===== src/rtl/imm_ext_ctrl.sv =====
// Decode-stage immediate controller: opcode decode for the extender plus a
// 2-entry FIFO toward ID/EX. Optional lui handling under `IMM_LUI_EN`.
module imm_ext_ctrl #(
  parameter int CNT_W = 16
) (
  input  logic             clk,
  input  logic             reset,
  input  logic             IN_VALID,
  output logic             IN_READY,
  input  logic [31:0]      INSTR,
  output logic             EXT_SEL,
  output logic [15:0]      IM16,
  input  logic [31:0]      EXT_OUT,
  input  logic             FLUSH,
  output logic             OUT_VALID,
  input  logic             OUT_READY,
  output logic [31:0]      IMM_OUT,
  output logic [1:0]       IMM_KIND,
  output logic [4:0]       RT_OUT,
  output logic [CNT_W-1:0] STALL_CNT
);

  localparam logic [1:0] KIND_NONE  = 2'd0;
  localparam logic [1:0] KIND_ZERO  = 2'd1;
  localparam logic [1:0] KIND_SIGN  = 2'd2;
  localparam logic [1:0] KIND_UPPER = 2'd3;

  logic [5:0]  opcode_p0;
  logic [1:0]  kind_p0;
  logic [31:0] imm_p0;
  logic        unused_rs;

  logic [31:0] imm_p1  [2];
  logic [1:0]  kind_p1 [2];
  logic [4:0]  rt_p1   [2];
  logic        head_p1;
  logic        tail_p1;
  logic [1:0]  count_p1;
  logic        push;
  logic        pop;

  function automatic logic [CNT_W-1:0] sat_inc(input logic [CNT_W-1:0] v);
    return (&v) ? v : v + {{(CNT_W-1){1'b0}}, 1'b1};
  endfunction

  // Stage p0: combinational decode, independent of IN_VALID
  assign opcode_p0 = INSTR[31:26];
  assign IM16      = INSTR[15:0];
  assign unused_rs = ^INSTR[25:21];

  always_comb begin
    EXT_SEL = 1'b0;
    kind_p0 = KIND_NONE;
    case (opcode_p0)
      6'h04, 6'h05, 6'h08, 6'h09, 6'h0A, 6'h0B, 6'h23, 6'h2B: begin
        EXT_SEL = 1'b1;
        kind_p0 = KIND_SIGN;
      end
      6'h0C, 6'h0D, 6'h0E: kind_p0 = KIND_ZERO;
`ifdef IMM_LUI_EN
      6'h0F: kind_p0 = KIND_UPPER;
`else
      6'h0F: kind_p0 = KIND_ZERO;
`endif
      default: kind_p0 = KIND_NONE;
    endcase
  end

  // lui bypasses the extender entirely; unknown opcodes store a clean zero
  always_comb begin
    case (kind_p0)
      KIND_NONE:  imm_p0 = 32'h0;
      KIND_UPPER: imm_p0 = {INSTR[15:0], 16'h0};
      default:    imm_p0 = EXT_OUT;
    endcase
  end

  // Stage p1: 2-entry FIFO, head entry drives the outputs
  assign IN_READY  = (count_p1 != 2'd2);
  assign OUT_VALID = (count_p1 != 2'd0);
  assign push      = IN_VALID & IN_READY;
  assign pop       = OUT_VALID & OUT_READY;
  assign IMM_OUT   = imm_p1[head_p1];
  assign IMM_KIND  = kind_p1[head_p1];
  assign RT_OUT    = rt_p1[head_p1];

  always_ff @(posedge clk) begin
    if (reset) begin
      count_p1  <= 2'd0;
      head_p1   <= 1'b0;
      tail_p1   <= 1'b0;
      STALL_CNT <= '0;
      for (int i = 0; i < 2; i++) begin
        imm_p1[i]  <= 32'h0;
        kind_p1[i] <= KIND_NONE;
        rt_p1[i]   <= 5'd0;
      end
    end else begin
      if (OUT_VALID && !OUT_READY && !FLUSH)
        STALL_CNT <= sat_inc(STALL_CNT);
      if (FLUSH) begin
        count_p1 <= 2'd0;
        head_p1  <= 1'b0;
        tail_p1  <= 1'b0;
      end else begin
        if (push) begin
          imm_p1[tail_p1]  <= imm_p0;
          kind_p1[tail_p1] <= kind_p0;
          rt_p1[tail_p1]   <= INSTR[20:16];
          tail_p1          <= ~tail_p1;
        end
        if (pop)
          head_p1 <= ~head_p1;
        case ({push, pop})
          2'b10:   count_p1 <= count_p1 + 2'd1;
          2'b01:   count_p1 <= count_p1 - 2'd1;
          default: count_p1 <= count_p1;
        endcase
      end
    end
  end

endmodule


===== config.mk =====
export PLATFORM = sky130hd
export DESIGN_NAME = imm_ext_ctrl
export DESIGN_NICKNAME = d
export VERILOG_FILES = /design/src/rtl/imm_ext_ctrl.sv
export SDC_FILE = /design/constraint.sdc
export NUM_CORES = 1
export LEC_CHECK = 0
export CAP_MARGIN = 15
export CELL_PAD_IN_SITES_DETAIL_PLACEMENT = 1
export CELL_PAD_IN_SITES_GLOBAL_PLACEMENT = 2
export CORE_MARGIN = 1.5
export CORE_UTILIZATION = 27
export DETAILED_ROUTE_END_ITERATION = 16
export PLACE_DENSITY_LB_ADDON = 0.1
export SLEW_MARGIN = 10
export SYNTH_ARGS = -nofsm -noshare
export SYNTH_HDL_FRONTEND = slang
export SYNTH_SLANG_ARGS = --single-unit

===== constraint.sdc =====
create_clock -name clk -period 2.86 [get_ports clk]
set_clock_uncertainty 0.05 [all_clocks]
set_input_delay 0.572 -clock clk [delete_from_list [all_inputs] [get_ports clk]]
set_output_delay 0.572 -clock clk [all_outputs]
set_load 0.01 [all_outputs]

==> metrics.md, run 1 <==
| Metric | Value |
|---|---|
| Final WL | 13000 microns |
| CP required | 2240 ps |
| DIE HEIGHT | 137 microns |
| Sequential share of power | 50.1% |
| RePlAce Congestion | 0.722 |
| Clock Sinks | 99 |
| FF-to-FF path depth | 5 |
| Crit start category | input port |
| Combinational fraction of design power | 12.9% |
| Global-route wire length before repair | 20600 microns |
| Worst R2R Setup Slack | 790 ps |
| FP Rows | 48 |
| Synth unique cells | 48 |
| Synth Register Bits | 99 |
| Worst-margin pin slew | 498 ps |
| Nets | 634 |
| Synth top area share | 48.2% |
| Mapped cell area | 0.00486 sq mm |
| Die area | 0.0188 sq mm |
| Syn avg cell area | 11.2 sq um |
| DRT iter0 DRCs | 179 |
| Cts bufs inserted | 9 |
| TritonCTS clock tree | yes |
| Hold EP | STALL_CNT[11] |
| HP Class | flop to flop |
| VDD IR-drop max | 0.000266 V |
| Ranking of synthesized cells by area | edfxtp_1 48%, mux2_2 9.0%, dfxtp_1 8.6% |
| Post-synthesis async set-or-reset flop share | 0% |
| Yosys warns | 0 |
| EDFF count, synth | 78 |
| Die width | 137 microns |
| Outcome | complete, no violations |
| Routed wl met3 | 646 microns |
| Root buffer cell | clkbuf_16 |
| Ant. Diodes | 0 |
| RSZ-0062 raised after global routing | false |
| Core area | 0.0174 sq mm |
| Skew-Pair Late Insertion Delay | 340 ps |
| Worst setup EP type | output port |
| Max-slew headroom | 66.8% |
| Critical R2R Launch | STALL_CNT[0] |
| Final Max Tran Viols | 0 |
| Fin crit share | 91.9% |
| Power density cells | 478 mW/mm^2 |
| TritonRoute pass-1 iters | 3 |
| Grt ovf | 0 |
| Worst EP arrival | 2010 ps |
| CTS max path bufs | 2 |
| Worst min-delay path startpoint | STALL_CNT[11] |
| Sw Pwr | 722 uW |
| Post-layout util | 38.8% |
| Share of cells above drive strength 1 | 15.7% |
| WHS | 487 ps |
| DRC | 0 |
| Vias in the first global route | 3887 |
| Sw frac | 22.4% |
| Finished Layout Cells | 791 |
| CTS H-tree depth | 3 |
| CP max FO | 3 |
| Final Hold Fails | 0 |
| CTS clock-pin slew for the worst setup and hold paths | 70 ps |
| Clock Power Share | 37.0% |
| I/O pin count | 143 |
| Cells after DPL | 775 |
| Largest net degree at the start of global routing | 40 |
| Cells after Synth | 435 |
| Area grow syn2layout | 38.9% |
| Post-synthesis sequential area ratio | 56.8% |
| Pwr Total | 3.23 mW |
| Initial antenna violation count | 0 |
| Starting Density | 27.9% |
| Final HPWL DP | 9040 microns |
| Fmax | 381 MHz |
| P_int | 2.51 mW |
| Met1 WL | 5610 microns |
| Yosys top cell by area | edfxtp_1 |
| Max-cap violations | 0 |
| WS Path Type | input port to output port |
| Total track usage | 14.6% |
| Leakage | 2.41 nW |
| Top_reg_cell synth | edfxtp_1 |
| Post-DR vias/cell | 4.58 |
| Routed len/inst | 16.5 microns |
| Final min period | 2630 ps |
| DRT antenna net count | 0 |
| DR top layer | met4 |
| FF-to-FF End | STALL_CNT[15] |
| Most common library cells after synthesis | 97 x nor2_1, 78 x edfxtp_1, 39 x mux2_2, 39 x nand2_1, 21 x dfxtp_1 |
| Top-count cell post-synth | nor2_1 |
| Synthesized Nets | 508 |
| Vias | 3624 |
| Metal2 WL | 6590 microns |
| IO Port Bufs | 137 |
| Hold Path Depth | 2 |
| Endpoints failing setup | 0 |
placed cells by master, fill, tap and decap left out, drive strengths merged, types with 5 or more instances in the layout:
cell and n:
a21oi 20, a22oi 6, buf 20, clkbuf 10, clkdlybuf4s50 136, dfxtp 21, edfxtp 78, inv 9
mux2 47, nand2 39, nand3 6, nand4 7, nor2 98, nor2b 9, nor3 9, or4 5
per-layer routing:
layer	up-vias	GRT usage, %
met4	0	4.74
met3	12	3.35
li1	1769	-
met5	-	0
met2	80	25.7
met1	1763	17.6
per-stage QoR:
stage	setup slack, ps	instance area, sq um	setup TNS, ps
floorplan	75.4	4860	0
global placement	-53.0	6470	-1110
detailed placement	-101	6470	-1670
CTS	218	6750	0
global route	125	6750	0
finish	232	6750	0
repair_timing:
item                                    CTS  global route
endpoints found under the setup margin    1             0
endpoints found under the hold margin     0             0
buffers inserted                          0             0
resized for setup                         1             0
hold buffers                              0             0
registers in the layout, summed over array words and instances (netlist names), named ones only:
signal     count
STALL_CNT     16
count_p1       2
head_p1        1
imm_p1        64
kind_p1        4
rt_p1         10
tail_p1        1
power by group through the flow:
stage,clock (mW),sequential (mW),combinational (mW)
after floorplan,0,1.65,0.183
after global placement,0,1.65,0.425
after detailed placement,0,1.65,0.426
after CTS,1.24,1.62,0.429
after global routing,1.30,1.62,0.452
final,1.19,1.62,0.417
worst max-delay path, cell delays in order:
cell	delay (ps)
clkdlybuf4s50_1	490
or3b_1	350
a21oi_1	120
o21bai_1	110
inv_1	90
dlygate4sd2_1	270
worst max-delay path by stage:
stage,end,slack (ps),from,cells past startpoint
floorplan,imm_p1[0][0],80,FLUSH,5
global placement,imm_p1[0][17],-50,INSTR[28],11
detailed placement,imm_p1[0][18],-100,INSTR[28],11
CTS,EXT_SEL,220,INSTR[28],6
global route,EXT_SEL,120,INSTR[28],6
finish,EXT_SEL,230,INSTR[28],6
kinds of logic (layout without fill, tap and decap cells):
logic type               count (synthesis)  in the layout  synth area share (%)
AND/OR/NAND/NOR                        188            188                  18.5
flip-flops                              99             99                  56.8
buffers and inverters                   51            182                  5.95
multiplexers                            48             48                  11.2
AO/OA/AOI/OAI                           40             40                  5.61
XOR/XNOR                                 5              5                 0.901
adder cells (fa/ha/maj)                  4              4                  1.03
cell type report:
type                       count  area [sq um]
fill                        1902         10700
sequential                    99          2760
multi-input combinational    285          1820
timing repair buffer         157          1570
tap                          225           282
clock buffer                  10           229
clock inverter                 6          56.3
inverter                       9          33.8
No activity file was read; power rests on OpenSTA's default activity.
==> run 2, diff against run 1 <==
--- a/config.mk
+++ b/config.mk
@@ -10,9 +10,11 @@
 export CELL_PAD_IN_SITES_GLOBAL_PLACEMENT = 2
 export CORE_MARGIN = 1.5
 export CORE_UTILIZATION = 27
+export CTS_CLUSTER_DIAMETER = 150
 export DETAILED_ROUTE_END_ITERATION = 16
 export PLACE_DENSITY_LB_ADDON = 0.1
 export SLEW_MARGIN = 10
 export SYNTH_ARGS = -nofsm -noshare
 export SYNTH_HDL_FRONTEND = slang
 export SYNTH_SLANG_ARGS = --single-unit
+export TNS_END_PERCENT = 5
==> results of run 2 <==
Final layout, timing and power as in run 1 (identical DEF).
==> run 3, diff against run 2 <==
--- a/config.mk
+++ b/config.mk
@@ -5,7 +5,7 @@
 export SDC_FILE = /design/constraint.sdc
 export NUM_CORES = 1
 export LEC_CHECK = 0
-export CAP_MARGIN = 15
+export CAP_MARGIN = 5
 export CELL_PAD_IN_SITES_DETAIL_PLACEMENT = 1
 export CELL_PAD_IN_SITES_GLOBAL_PLACEMENT = 2
 export CORE_MARGIN = 1.5
==> constraint.sdc (replaced) <==
create_clock -name clk -period 2.86 [get_ports clk]
set_clock_uncertainty 0.05 [all_clocks]
set_input_delay 0.286 -clock clk [delete_from_list [all_inputs] [get_ports clk]]
set_output_delay 0.286 -clock clk [all_outputs]
set_load 0.01 [all_outputs]
==> run 3 against run 2 <==
  * Worst setup slack better by 180 ps
  * Maximum frequency is 7.3% higher
  * Power is 2.7% higher
  * Register-to-register slack about the same
  * Non-clock buffer count decreased by 8
  * Clock power rose by 8%
  * Sequential cell count stayed put
  * Critical path depth stayed put
==> metrics.md, run 3 (synthesis results as in run 1) <==
| Metric | Value |
|---|---|
| Leakage | 2.37 nW (was 2.41 nW) |
| Final WS setup | 411 ps (was 232 ps) |
| Clock Power Share | 38.9% (was 37.0%) |
| Vias | 3630 (was 3624) |
| Skew-Pair Late Insertion Delay | 340 ps (about the same) |
| Nets | 626 (was 634) |
| Area after DPL | 0.00638 sq mm (was 0.00647 sq mm) |
| VDD IR-drop max | 0.000279 V (was 0.000266 V) |
| Endpoints failing setup | 0 (unchanged) |
| Worst path slowest cell | clkdlybuf4s50_1 (unchanged) |
| Worst setup EP type | output port (unchanged) |
| Slowest stage delay, CP | 550 ps (was 490 ps) |
| Top flop regs | imm_p1: 64 flops, STALL_CNT: 16 flops, rt_p1: 10 flops (unchanged) |
| Worst EP arrival | 2110 ps (was 2010 ps) |
| Sw frac | 22.0% (was 22.4%) |
| Initial antenna violation count | 2 (was 0) |
| Most frequent cells in the layout | 137 x clkdlybuf4s50_1, 97 x nor2_1, 78 x edfxtp_1 (was 136 x clkdlybuf4s50_1, 97 x nor2_1, 78 x edfxtp_1) |
| Largest register FFs | 64 (unchanged) |
| Combinational fraction of design power | 12.2% (was 12.9%) |
| RSZ-0062 raised after global routing | false (unchanged) |
| RePlAce Congestion | 0.717 (was 0.722) |
| Max-cap violations | 0 (unchanged) |
| WHS | 496 ps (was 487 ps) |
| CP top delay family | buffers and inverters (unchanged) |
| Post-DR vias/cell | 4.63 (was 4.58) |
| CTS clock-pin slew for the worst setup and hold paths | 70 ps (about the same) |
| DIE HEIGHT | 137 microns (unchanged) |
| Share of cells above drive strength 1 | 14.3% (was 15.7%) |
| Commonest non-fill, non-tap cell in the layout | clkdlybuf4s50_1 (unchanged) |
| Grt ovf | 0 (unchanged) |
| FF-to-FF End | STALL_CNT[15] (unchanged) |
| Cts bufs inserted | 9 (unchanged) |
| DRC | 0 (unchanged) |
| TritonCTS clock tree | yes (unchanged) |
| Final WL | 13200 microns (was 13000 microns) |
| Area grow syn2layout | 37.7% (was 38.9%) |
| Root buffer cell | clkbuf_16 (unchanged) |
| CTS H-tree depth | 3 (unchanged) |
| Hold Path Depth | 2 (unchanged) |
| Clock Sinks | 99 (unchanged) |
| Final HPWL DP | 8850 microns (was 9040 microns) |
| Critical R2R Launch | STALL_CNT[0] (unchanged) |
| Die width | 137 microns (unchanged) |
| Setup_tns | 0 ps (unchanged) |
| DRT antenna net count | 0 (unchanged) |
| Sw Pwr | 729 uW (was 722 uW) |
| Final Max Tran Viols | 0 (unchanged) |
| Outcome | complete, no violations (unchanged) |
| Sequential share of power | 48.8% (was 50.1%) |
| Die area | 0.0188 sq mm (unchanged) |
| DRT iter0 DRCs | 190 (was 179) |
| WS Path Type | input port to output port (unchanged) |
| Post-CTS Setup Bufs | 0 (unchanged) |
| Fmax | 408 MHz (was 381 MHz) |
| TritonRoute pass-1 iters | 4 (was 3) |
| Worst path cell trace | clkdlybuf4s50_1, or3b_1, a21oi_1, o21bai_1, inv_1, clkdlybuf4s50_1 (was clkdlybuf4s50_1, or3b_1, a21oi_1, o21bai_1, inv_1, dlygate4sd2_1) |
| IO Port Bufs | 137 (unchanged) |
| Worst min-delay path startpoint | head_p1 (was STALL_CNT[11]) |
| CP required | 2520 ps (was 2240 ps) |
| Power density cells | 495 mW/mm^2 (was 478 mW/mm^2) |
| Worst R2R Setup Slack | 790 ps (about the same) |
| Routed len/inst | 16.8 microns (was 16.5 microns) |
| CP max FO | 4 (was 3) |
| Vias in the first global route | 3854 (was 3887) |
| Cells after DPL | 767 (was 775) |
| Core area | 0.0174 sq mm (unchanged) |
| Worst-margin pin slew | 526 ps (was 498 ps) |
| Fin crit share | 85.6% (was 91.9%) |
| Fin area | 0.00670 sq mm (was 0.00675 sq mm) |
| P_int | 2.59 mW (was 2.51 mW) |
| Pwr Total | 3.32 mW (was 3.23 mW) |
| I/O pin count | 143 (unchanged) |
| Post_cts resized | 0 (was 1) |
| Total track usage | 14.7% (was 14.6%) |
| CP most frequent cell | clkdlybuf4s50_1 |
| Post-layout util | 38.4% (was 38.8%) |
| Most flops, register | imm_p1 (unchanged) |
| Crit start category | input port (unchanged) |
| Final Hold Fails | 0 (unchanged) |
| FF-to-FF path depth | 5 (unchanged) |
| Hold-fix buffers, CTS | 0 (unchanged) |
| Finished Layout Cells | 784 (was 791) |
| Final min period | 2450 ps (was 2630 ps) |
| WP buf/inv | 3 (unchanged) |
| Starting Density | 27.9% (unchanged) |
| Global-route wire length before repair | 20600 microns (about the same) |
| Largest net degree at the start of global routing | 40 (unchanged) |
| FP Rows | 48 (unchanged) |
| HP Class | flop to flop (unchanged) |
| Pre-CTS setup slack | 82.1 ps (was -101 ps) |
| Max-slew headroom | 64.9% (was 66.8%) |
| CTS max path bufs | 2 (unchanged) |
==> run 3: layout make-up <==
class,count,area [sq um]
fillers,1898,10700
flip-flops and latches,99,2760
multi-input cells,285,1820
repair buffers,149,1490
well taps,225,282
clock buffers,10,229
clock inverters,6,80.1
inverters,9,33.8
diodes,1,2.50
==> run 3: layer usage <==
metal / routed length [microns] / vias to the layer above / global-route usage [%]
met3: 796 / 16 / 3.86
li1: - / 1748 / -
met4: 219 / 2 / 5.20
met1: 5700 / 1782 / 17.4
met5: 12 / - / 0
met2: 6460 / 82 / 25.8
==> run 3: worst max-delay path by stage <==
| stage | from | to | cells after the start |
|---|---|---|---|
| after floorplan | count_p1[0] | imm_p1[0][0] | 6 |
| after global placement | INSTR[28] | imm_p1[0][28] | 9 |
| after detailed placement | INSTR[28] | imm_p1[0][28] | 9 |
| after CTS | INSTR[28] | EXT_SEL | 6 |
| after global routing | INSTR[28] | EXT_SEL | 6 |
| final | INSTR[28] | EXT_SEL | 6 |
==> run 3: worst register-to-register path, stage by stage, from the launching register on <==
cell     delay, ps
dfxtp_1        480
ha_1           300
nand2_1        170
o41ai_4        550
nor3_2         100
mux2_4         300
==> run 3: power by group through the flow <==
stage | Clock (mW) | Sequential (mW) | Combinational, mW
2_1_floorplan | 0 | 1.65 | 0.183
3_3_place_gp | 0 | 1.65 | 0.412
3_5_place_dp | 0 | 1.65 | 0.414
4_1_cts | 1.33 | 1.62 | 0.417
5_1_grt | 1.39 | 1.62 | 0.441
6_report | 1.29 | 1.62 | 0.406
